[src/rtl/div8by4_seq.sv]
// div8by4_seq: sequential restoring divider that produces one quotient bit per cycle,
// MSB first. It is used to read multiplier results back on silicon: P / B must
// return A with a zero remainder.
//
// Parameters:
//   N  dividend / quotient width (N >= 2)
//   M  divisor / remainder width (M <= N)
//
// Ports:
//   clk          rising-edge clock
//   rst_n        asynchronous active-low reset
//   in_valid     operand valid
//   in_ready     block is idle and can accept an operation
//   dividend     unsigned numerator, sampled only on the accept edge
//   divisor      unsigned denominator, sampled only on the accept edge
//   out_valid    result valid; held until out_ready
//   out_ready    consumer accepts the result
//   quotient     unsigned quotient ({N{1}} on divide-by-zero)
//   remainder    unsigned remainder (dividend[M-1:0] on divide-by-zero)
//   div_by_zero  divisor was zero for this result
module div8by4_seq #(
  parameter int unsigned N = 8,
  parameter int unsigned M = 4
) (
  input  logic         clk,
  input  logic         rst_n,
  input  logic         in_valid,
  output logic         in_ready,
  input  logic [N-1:0] dividend,
  input  logic [M-1:0] divisor,
  output logic         out_valid,
  input  logic         out_ready,
  output logic [N-1:0] quotient,
  output logic [M-1:0] remainder,
  output logic         div_by_zero
);

  localparam int unsigned CW = (N > 1) ? $clog2(N) : 1;

  typedef enum logic [1:0] {
    StIdle,
    StCalc,
    StDone
  } state_e;

  state_e state_q, state_d;

  // work_q starts as the dividend and is shifted left once per step; quotient bits
  // enter at the bottom, so after N steps it holds the full quotient.
  logic [N-1:0]  work_q, work_d;
  logic [M-1:0]  dvs_q, dvs_d;
  // The partial remainder is always < divisor after a step, so M bits suffice
  // between steps; the widened value only exists inside the step.
  logic [M-1:0]  rem_q, rem_d;
  logic [CW-1:0] cnt_q, cnt_d;
  logic [N-1:0]  quo_q, quo_d;
  logic [M-1:0]  remo_q, remo_d;
  logic          dbz_q, dbz_d;

  logic [M:0]    trial;
  logic [M:0]    diff;
  logic          fits;
  logic [M-1:0]  rem_step;

  always_ff @(posedge clk or negedge rst_n) begin
    if (!rst_n) begin
      state_q <= StIdle;
    end else begin
      state_q <= state_d;
    end
  end

  always_ff @(posedge clk or negedge rst_n) begin
    if (!rst_n) begin
      work_q <= '0;
      dvs_q  <= '0;
      rem_q  <= '0;
      cnt_q  <= '0;
      quo_q  <= '0;
      remo_q <= '0;
      dbz_q  <= 1'b0;
    end else begin
      work_q <= work_d;
      dvs_q  <= dvs_d;
      rem_q  <= rem_d;
      cnt_q  <= cnt_d;
      quo_q  <= quo_d;
      remo_q <= remo_d;
      dbz_q  <= dbz_d;
    end
  end

  // One restoring step: shift the next dividend bit in, subtract if it fits.
  always_comb begin
    trial    = {rem_q, work_q[N-1]};
    fits     = (trial >= {1'b0, dvs_q});
    diff     = trial - {1'b0, dvs_q};
    // When the subtract is taken the result is < divisor, so bit M is zero.
    rem_step = fits ? diff[M-1:0] : trial[M-1:0];
  end

  always_comb begin
    state_d = state_q;
    work_d  = work_q;
    dvs_d   = dvs_q;
    rem_d   = rem_q;
    cnt_d   = cnt_q;
    quo_d   = quo_q;
    remo_d  = remo_q;
    dbz_d   = dbz_q;

    unique case (state_q)
      StIdle: begin
        if (in_valid) begin
          work_d = dividend;
          dvs_d  = divisor;
          rem_d  = '0;
          cnt_d  = '0;
          if (divisor == '0) begin
            quo_d   = '1;
            remo_d  = dividend[M-1:0];
            dbz_d   = 1'b1;
            state_d = StDone;
          end else begin
            state_d = StCalc;
          end
        end
      end
      StCalc: begin
        rem_d  = rem_step;
        work_d = {work_q[N-2:0], fits};
        cnt_d  = cnt_q + CW'(1);
        if (cnt_q == CW'(N - 1)) begin
          quo_d   = {work_q[N-2:0], fits};
          remo_d  = rem_step;
          dbz_d   = 1'b0;
          cnt_d   = '0;
          state_d = StDone;
        end
      end
      StDone: begin
        if (out_ready) begin
          state_d = StIdle;
        end
      end
      default: begin
        state_d = StIdle;
      end
    endcase
  end

  assign in_ready    = (state_q == StIdle);
  assign out_valid   = (state_q == StDone);
  assign quotient    = quo_q;
  assign remainder   = remo_q;
  assign div_by_zero = dbz_q;

endmodule

[config.mk]
export PLATFORM = sky130hd
export DESIGN_NAME = div8by4_seq
export DESIGN_NICKNAME = d
export VERILOG_FILES = /design/src/rtl/div8by4_seq.sv
export SDC_FILE = /design/constraint.sdc
export NUM_CORES = 1
export LEC_CHECK = 0
export CAP_MARGIN = 10
export CORE_MARGIN = 3
export CORE_UTILIZATION = 50
export CTS_CLUSTER_SIZE = 16
export DETAILED_ROUTE_END_ITERATION = 8
export PLACE_DENSITY_LB_ADDON = 0.25
export SETUP_SLACK_MARGIN = 0.3
export SYNTH_ARGS = -nofsm -noshare
export SYNTH_HDL_FRONTEND = slang
export SYNTH_SLANG_ARGS = --single-unit
[constraint.sdc]
create_clock -name clk -period 2.9 [get_ports clk]
set_input_delay 0.29 -clock clk [delete_from_list [all_inputs] [get_ports clk]]
set_output_delay 0.29 -clock clk [all_outputs]
set_load 0.02 [all_outputs]
Yosys cells after proc, flatten, opt, wreduce, memory -nomap -nowiden
Index checks and enable logic that the tools add are counted.

Register bits: 34. Input port bits: 16. Output and inout port bits: 15.

Add/subtract/negate cells: 2. Order comparisons: 1. Eq/ne operators: 7. Multiplexer cells: 25. Reduce and logical (&&, ||, !) cells: 7.

Operators by type and width (count): two-way mux 8 bit (4); case mux 8 bit (2 select lines) (2); two-way mux 4 bit (5); case mux 4 bit (2 select lines) (2); two-way mux 2 bit (4); two-way mux 3 bit (2); case mux 2 bit (3 select lines) (1); case mux 3 bit (2 select lines) (1); greater-or-equal comparator 5 x 4 -> 1 bit (1); zero test 4 bit (1); inequality test 2 x 1 -> 1 bit, second input constant (2); inequality test 2 bit, second input constant (2); AND reduction 2 bit (2); AND reduction 4 bit (1); subtractor 4 bit (1); adder 3 x 1 -> 3 bit, second input constant (1); == test 3 bit, second input constant (1); two-way mux 1 bit (3); AND reduction 3 bit (1); == test 2 x 1 -> 1 bit, second input constant (1); == test 2 bit, second input constant (1); zero test 2 bit (1); case mux 1 bit (2 select lines) (1); nonzero test 2 bit (1).

Logic depth before layout (Yosys ltp)
Gate-level depths: netlist (run 1).

Depth in word-level cells: 4. Gate-level depth with buffers: 7. Depth with buffers taken out: 7.

Worst setup path after synthesis (run 1)
Ideal clock, no wire load.

Path type: reg2reg. Start point: register work_q[7]. End point: register remo_q[2] (netlist: remainder[2]). Data arrival time: 1.693 ns. Required time: 2.812 ns. Slack: 1.119 ns. Stages on the path, launching flop included: 8. Path buffers: 0. Cell sequence: dfrtp_1 inv_1 ha_1 inv_1 fa_1 xnor2_1 or4_1 a41oi_1.

Cells in the longest elaborated chain, start to end: 4.

RTL lines: start: declaration (RTL line 50) `logic [N-1:0] work_q, work_d;`; start signal: assignment (RTL line 83) `work_q <= work_d;`; subtractor 4 bit or greater-or-equal comparator 5 x 4 -> 1 bit (tied branches) (RTL line 97, 96); two-way mux 4 bit (*) (RTL line 99) `rem_step = fits ? diff[M-1:0] : trial[M-1:0];`; two-way mux 4 bit (*) (RTL line 133) `if (cnt_q == CW'(N - 1)) begin`; case mux 4 bit (2 select lines) (*) (RTL line 112) `unique case (state_q)`; end signal: assignment (RTL line 88) `remo_q <= remo_d;`; end: declaration (RTL line 57) `logic [M-1:0] remo_q, remo_d;`.

Every way passes the cells marked *; elsewhere a longest branch is shown, timed or not. The select of a mux whose other input is x is not followed. A chain may end at the register's enable or synchronous reset.

Worst setup path after layout (run 1)
Ends and elaborated chain as after synthesis.

==> flow_metrics.tcl, run 1 <==
set metrics [dict create \
    status "complete, no violations" \
    core_area_sq_mm 0.00313 \
    antenna_found_initial 0 \
    die_x_um 64.0 \
    die_area_sq_mm 0.00410 \
    cts_buffer_depth 2 \
    hold_viol 0 \
    num_vias 1341 \
    p_leak_nw 0.885 \
    critPathMaxFanout 7 \
    cap_viol_max_count 0 \
    r2r-start "work_q[7]$_DFFE_PN0P_" \
    grt_pass1_wl_um 6950 \
    synthToLayoutAreaGrowth_pct 24.4 \
    fin_area_sq_mm 0.00209 \
    cp.required_ns 3.17 \
    fillerInstances 274 \
    gp_congestion 0.780 \
    io_pins 31 \
    tightest_slew_ns 0.791 \
    cpMaxStageDelayCell "a2111oi_4" \
    hp-class "input port to async pin" \
    fin_crit_sh_pct 70.1 \
    wl_um 3800 \
    ctsHoldBuffers 0 \
    wl_per_cell_um 16.0 \
    crit_start "work_q[7]$_DFFE_PN0P_" \
    grt_use_total_pct 21.9 \
    rsz0062_at_grt "false" \
    drc_errors 0 \
    path_cells "inv_1, ha_1, nand2b_1, a2111oi_4, o211ai_1, a41oi_1" \
    drive_above_1_share_pct 9.79 \
    crit_path_end_kind "register" \
    fmax_ghz 0.492 \
    slew-limit-headroom_pct 47.2 \
    syn_area_sq_mm 0.00168 \
    finalSetupTns_ns 0 \
    fin_crit_ns 2.03 \
    diodes 0 \
    grt_max_degree 35 \
    start_kind "register" \
    htreeDepth 2 \
    cts_resized 0 \
    synth_nets 182 \
    clk_pin_slew_ns 0.11 \
    dp_hpwl_um 2740 \
    rows 20 \
    dr.pass1.iters 4 \
    holdWs_ns 0.338 \
    start_util_pct 53.8 \
    final_nets 216 \
    dpl-instance-area_sq_mm 0.00203 \
    seq_area_sq_um 851 \
    drt-initial-drc-count 75 \
    ys_seq_area_share_pct 50.6 \
    ys_types 38 \
    cts_setup_buffers 0 \
    worst-setup-path-type "register to register" \
    gr-total-overflow 0 \
    crit_arrival_ns 2.30 \
    skew_ns 0.00647 \
    portBuffers 30 \
    cts_buffers 5 \
    slowest_delay_ns 0.51 \
    yosys_warnings 0 \
    syn_inst 159 \
    cts_tree "built" \
    syn_avg_cell_area_sq_um 10.6 \
    setup_viol 0 \
    cts.sinks 34 \
    cts-root-buf "clkbuf_4" \
    die_h_um 64.0 \
    grt_pass1_vias 1451 \
    powerDensity_mw_per_mm2 1220 \
    ir_drop_v 0.000581 \
    synth-seq-cells 34 \
    viasPerCell 5.63 \
    timing_max_transition_violations_final 0 \
    multi_input_area_sq_um 778 \
    insertion_delay_ns 0.34 \
    antenna_left 0 \
]
## metal layers
metal / vias up / wire length (um) / part of all wire, % / global-route usage, %
li1: 641 / - / - / -
met4: 0 / 57 / 1.5 / 7.28
met3: 9 / 195 / 5.1 / 6.15
met5: - / 0 / 0 / 0
met1: 651 / 1640 / 43 / 27.1
met2: 40 / 1910 / 50 / 36.5
## placed cells by master (no fill, tap or decap), drive strengths merged, types with 2 or more instances in the layout
cell	netlist	final
ha	6	6
clkbuf	3	7
buf	3	3
nand3b	3	3
o211ai	4	4
nand2	25	25
a21oi	3	3
o21a	2	2
nor3b	2	2
mux2i	6	6
inv	7	7
a21o	2	2
nand2b	3	3
dfrtp	34	34
clkdlybuf4s50	0	30
o22a	8	8
nand3	3	3
nor2	10	10
nor2b	2	2
a41oi	3	3
o21ai	14	14
or4	3	3
## power by group
part	total, mW	switching, mW	internal (mW)
registers	0.864	0.156	0.707
clock network	0.283	0.166	0.117
logic	1.41	0.775	0.631
## state kept, by name, indices dropped and copies added (netlist names)
register     flops
cnt_q            3
div_by_zero      1
dvs_q            4
quotient         8
rem_q            4
remainder        4
state_q          2
work_q           8
## synth_stat cells, drive strengths merged
cell type | number | share of area, %
a2111oi | 1 | 1.6
a21o | 2 | 0.89
a21oi | 3 | 0.89
a22oi | 1 | 0.45
a31oi | 1 | 0.74
a41oi | 3 | 1.6
buf | 3 | 1.3
clkbuf | 3 | 0.67
dfrtp | 34 | 51
fa | 1 | 1.2
ha | 6 | 4.5
inv | 7 | 1.6
mux2 | 1 | 0.67
mux2i | 6 | 3.6
nand2 | 25 | 5.6
nand2b | 3 | 1.1
nand3 | 3 | 0.89
nand3b | 3 | 1.3
nand4 | 1 | 0.37
nand4b | 1 | 0.52
nor2 | 10 | 2.4
nor2b | 2 | 0.74
nor3 | 1 | 0.30
nor3b | 2 | 0.89
o211ai | 4 | 1.8
o21a | 2 | 0.89
o21ai | 14 | 4.8
o22a | 8 | 4.2
o31ai | 1 | 0.45
or2 | 1 | 0.52
or3 | 1 | 0.37
or3b | 1 | 0.67
or4 | 3 | 1.6
xnor2 | 1 | 0.52
## metrics by stage
stage                     setup slack [ns]  std cells  power [mW]  util [%]
after floorplan                       1.12        159        1.80         -
after global placement               0.839        230        2.18      65.0
after detailed placement             0.812        230        2.26      65.0
after CTS                            0.874        238        2.56      66.9
after global routing                 0.747        238        2.78      66.9
final                                0.868        238        2.55      66.9
## worst max-delay path, delay by kind of cell (launching register included)
kind                       cells  cell delay (ns)
AOI/OAI and AO/OA              3             0.95
adders and majority gates      1             0.35
buffers and inverters          1             0.07
DFF                            1             0.37
and+or+nand+nor                1             0.22
## cell type report
cell class              instances  share of cell area, %
clock buffers                   7                   2.63
clock inverters                 1                  0.239
inverters                       7                   1.26
multi-input cells             112                   37.2
flip-flops and latches         34                   40.6
well taps                      44                   2.63
repair buffers                 33                   15.4
## cell families (layout without fill, tap and decap cells)
family | Yosys count | in the layout | synth area share, %
simple gates | 57 | 57 | 17.2
compound gates | 40 | 40 | 18.3
flops | 34 | 34 | 50.6
buf+inv | 13 | 48 | 3.49
fa+ha+maj | 7 | 7 | 5.65
mux | 7 | 7 | 4.24
xor+xnor | 1 | 1 | 0.521
## path summary, 6_finish.rpt
| kind | cells after the start | end | slack, ns |
|---|---|---|---|
| worst min-delay path | 2 | remainder[3]$_DFFE_PN0P_ | 0.34 |
| worst min register to register | 1 | cnt_q[0]$_DFFE_PN0P_ | 0.50 |
| max in group asynchronous | 2 | quotient[5]$_DFFE_PN0P_ | 2.26 |
| worst max-delay path | 6 | remainder[2]$_DFFE_PN0P_ | 0.87 |
| worst max register to register | 6 | remainder[2]$_DFFE_PN0P_ | 0.87 |
| min in group clk | 1 | cnt_q[0]$_DFFE_PN0P_ | 0.50 |
Note: power is estimated with default switching activity, not from simulation.
==> run 2: changes to the inputs <==
- CORE_UTILIZATION: 50 -> 46
- clock period: 2.9 -> 1.6 ns (I/O delays scaled with it)
==> run 2 against run 1 <==
Compared with the run above: the flow now finishes with violations (setup timing); first-iteration DRC count increased by 21%; clock power grew 140%; non-clock buffer count up 31; wire length is 20% higher; final area rose by 21%; via count up 13%; global-route usage grew 1.7 points; critical endpoint is now remainder[1]$_DFFE_PN0P_.
==> flow_metrics.tcl, run 2 (same netlist as run 1, synthesis figures left out) <==
set metrics [dict create \
    cts_buffer_depth 2 \
    fin_crit_sh_pct 113 \
    clk_pin_slew_ns 0.07 \
    diodes 0 \
    ir_drop_v 0.00106 \
    core_area_sq_mm 0.00344 \
    hp-class "input port to async pin" \
    tightest_slew_ns 0.440 \
    drc_errors 0 \
    dp_slack_ns -0.324 \
    cts-root-buf "clkbuf_8" \
    grt_max_degree 35 \
    insertion_delay_ns 0.29 \
    fmax_ghz 0.552 \
    dp_cells 258 \
    seqPwrFrac_pct 26.8 \
    most-common-layout-cells "dfrtp_1 (33), buf_4 (30), nand2_1 (24), clkdlybuf4s50_1 (15), dlygate4sd2_1 (13)" \
    grt_pass1_vias 1603 \
    instances_no_fill 271 \
    swShare_pct 41.2 \
    worst-setup-path-type "register to register" \
    r2r-end "remainder[1]$_DFFE_PN0P_" \
    power_frac_comb_pct 61.9 \
    p_sw_mw 2.44 \
    p_int_mw 3.48 \
    crit_path_end_kind "register" \
    io_pins 31 \
    cts.sinks 34 \
    powerDensity_mw_per_mm2 2350 \
    slew-limit-headroom_pct 70.7 \
    finalSetupTns_ns -1.21 \
    dp_hpwl_um 3090 \
    num_vias 1510 \
    die_x_um 66.5 \
    p_clk_share_pct 11.3 \
    final_nets 247 \
    grt_use_total_pct 23.6 \
    cp.required_ns 1.81 \
    start_util_pct 48.9 \
    r2r-start "work_q[7]$_DFFE_PN0P_" \
    cts_tree "built" \
    violations "setup timing" \
    fin_crit_ns 1.81 \
    reg2regPathDepth 7 \
    wl_per_cell_um 16.9 \
    cts_buffers 5 \
    portBuffers 30 \
    htreeDepth 2 \
    synthToLayoutAreaGrowth_pct 50.0 \
    antenna_found_initial 0 \
    drt-initial-drc-count 91 \
    fin_ws_ns -0.213 \
    final_common_cell "dfrtp_1" \
    utilization_pct 73.3 \
    setup_viol 8 \
    timing_max_transition_violations_final 0 \
    antenna_left 0 \
    die_h_um 66.5 \
    crit_arrival_ns 2.02 \
    gp_congestion 0.833 \
    rows 21 \
    cap_viol_max_count 0 \
    drive_above_1_share_pct 34.7 \
    dr.pass1.iters 4 \
    rsz0062_at_grt "true" \
    hold_viol 0 \
    start_kind "register" \
    critPathMaxFanout 2 \
    viasPerCell 5.57 \
    r2r_slack_ns -0.21 \
    gr-total-overflow 0 \
    p_leak_nw 1.08 \
    status "complete, but fails checks" \
    skew_ns 0.00749 \
    die_area_sq_mm 0.00442 \
    grt_pass1_wl_um 7620 \
    wl_um 4570 \
]
## run 2: cell types whose count changed in the layout (fill, tap and decap cells not counted), sizes merged
cell and change:
buf +31, clkbuf -1, clkdlybuf4s15 +2, clkdlybuf4s50 -15
clkinvlp +1, dlygate4sd2 +13
## run 2: worst max-delay path, stage by stage, from the launching register on
cell	delay (ns)
dfrtp_1	0.39
inv_2	0.08
ha_4	0.15
inv_2	0.04
fa_2	0.53
nand2_2	0.05
or3_4	0.33
a41oi_2	0.17
## run 2: metrics by stage
stage / total power, mW / hold WS [ns] / instance area [sq um]
after floorplan: 3.32 / -0.136 / 1710
after global placement: 4.51 / 0.471 / 2270
after detailed placement: 4.67 / 0.479 / 2270
after CTS: 5.65 / 0.297 / 2480
after global routing: 6.33 / 0.307 / 2520
final: 5.92 / 0.282 / 2520
## run 2: power groups by stage
stage,combinational [mW],sequential [mW],clock (mW)
5_1_grt,3.98,1.63,0.725
6_report,3.66,1.59,0.669
4_1_cts,3.40,1.58,0.677
2_1_floorplan,1.60,1.72,0
3_3_place_gp,2.96,1.55,0
3_5_place_dp,3.08,1.58,0
## run 2: what timing repair did
action                                  in CTS  in global routing
pin swaps                                    4                  6
endpoints found under the setup margin      43                 35
hold buffers                                 0                  0
setup buffers                                4                  1
endpoints found under the hold margin        0                  0
gates resized for setup                     38                  7
## run 2: worst max-delay path by stage
stage	start	to	slack, ns
final	work_q[7]$_DFFE_PN0P_	remainder[1]$_DFFE_PN0P_	-0.21
after global routing	work_q[7]$_DFFE_PN0P_	remainder[1]$_DFFE_PN0P_	-0.27
after CTS	work_q[7]$_DFFE_PN0P_	remainder[1]$_DFFE_PN0P_	-0.19
after detailed placement	work_q[7]$_DFFE_PN0P_	remainder[0]$_DFFE_PN0P_	-0.32
after global placement	work_q[7]$_DFFE_PN0P_	remainder[2]$_DFFE_PN0P_	-0.23
after floorplan	work_q[7]$_DFFE_PN0P_	remainder[1]$_DFFE_PN0P_	-0.16
## run 2: cell type report
cell class | instances | area [sq um]
Inverter | 7 | 26.3
Multi-Input combinational cell | 112 | 918
Tap cell | 46 | 57.6
Timing Repair Buffer | 64 | 574
Clock inverter | 2 | 12.5
Fill cell | 237 | 918
Sequential cell | 34 | 852
Clock buffer | 6 | 82.6
## run 2: routing by layer
layer  global-route usage [%]  vias to the layer above  part of all wire, %
met5                        0                        -                    0
met2                     41.6                       49                   53
met4                     10.4                        0                  2.9
li1                         -                      699                    -
met1                     26.1                      746                   40
met3                     6.75                       16                  4.9
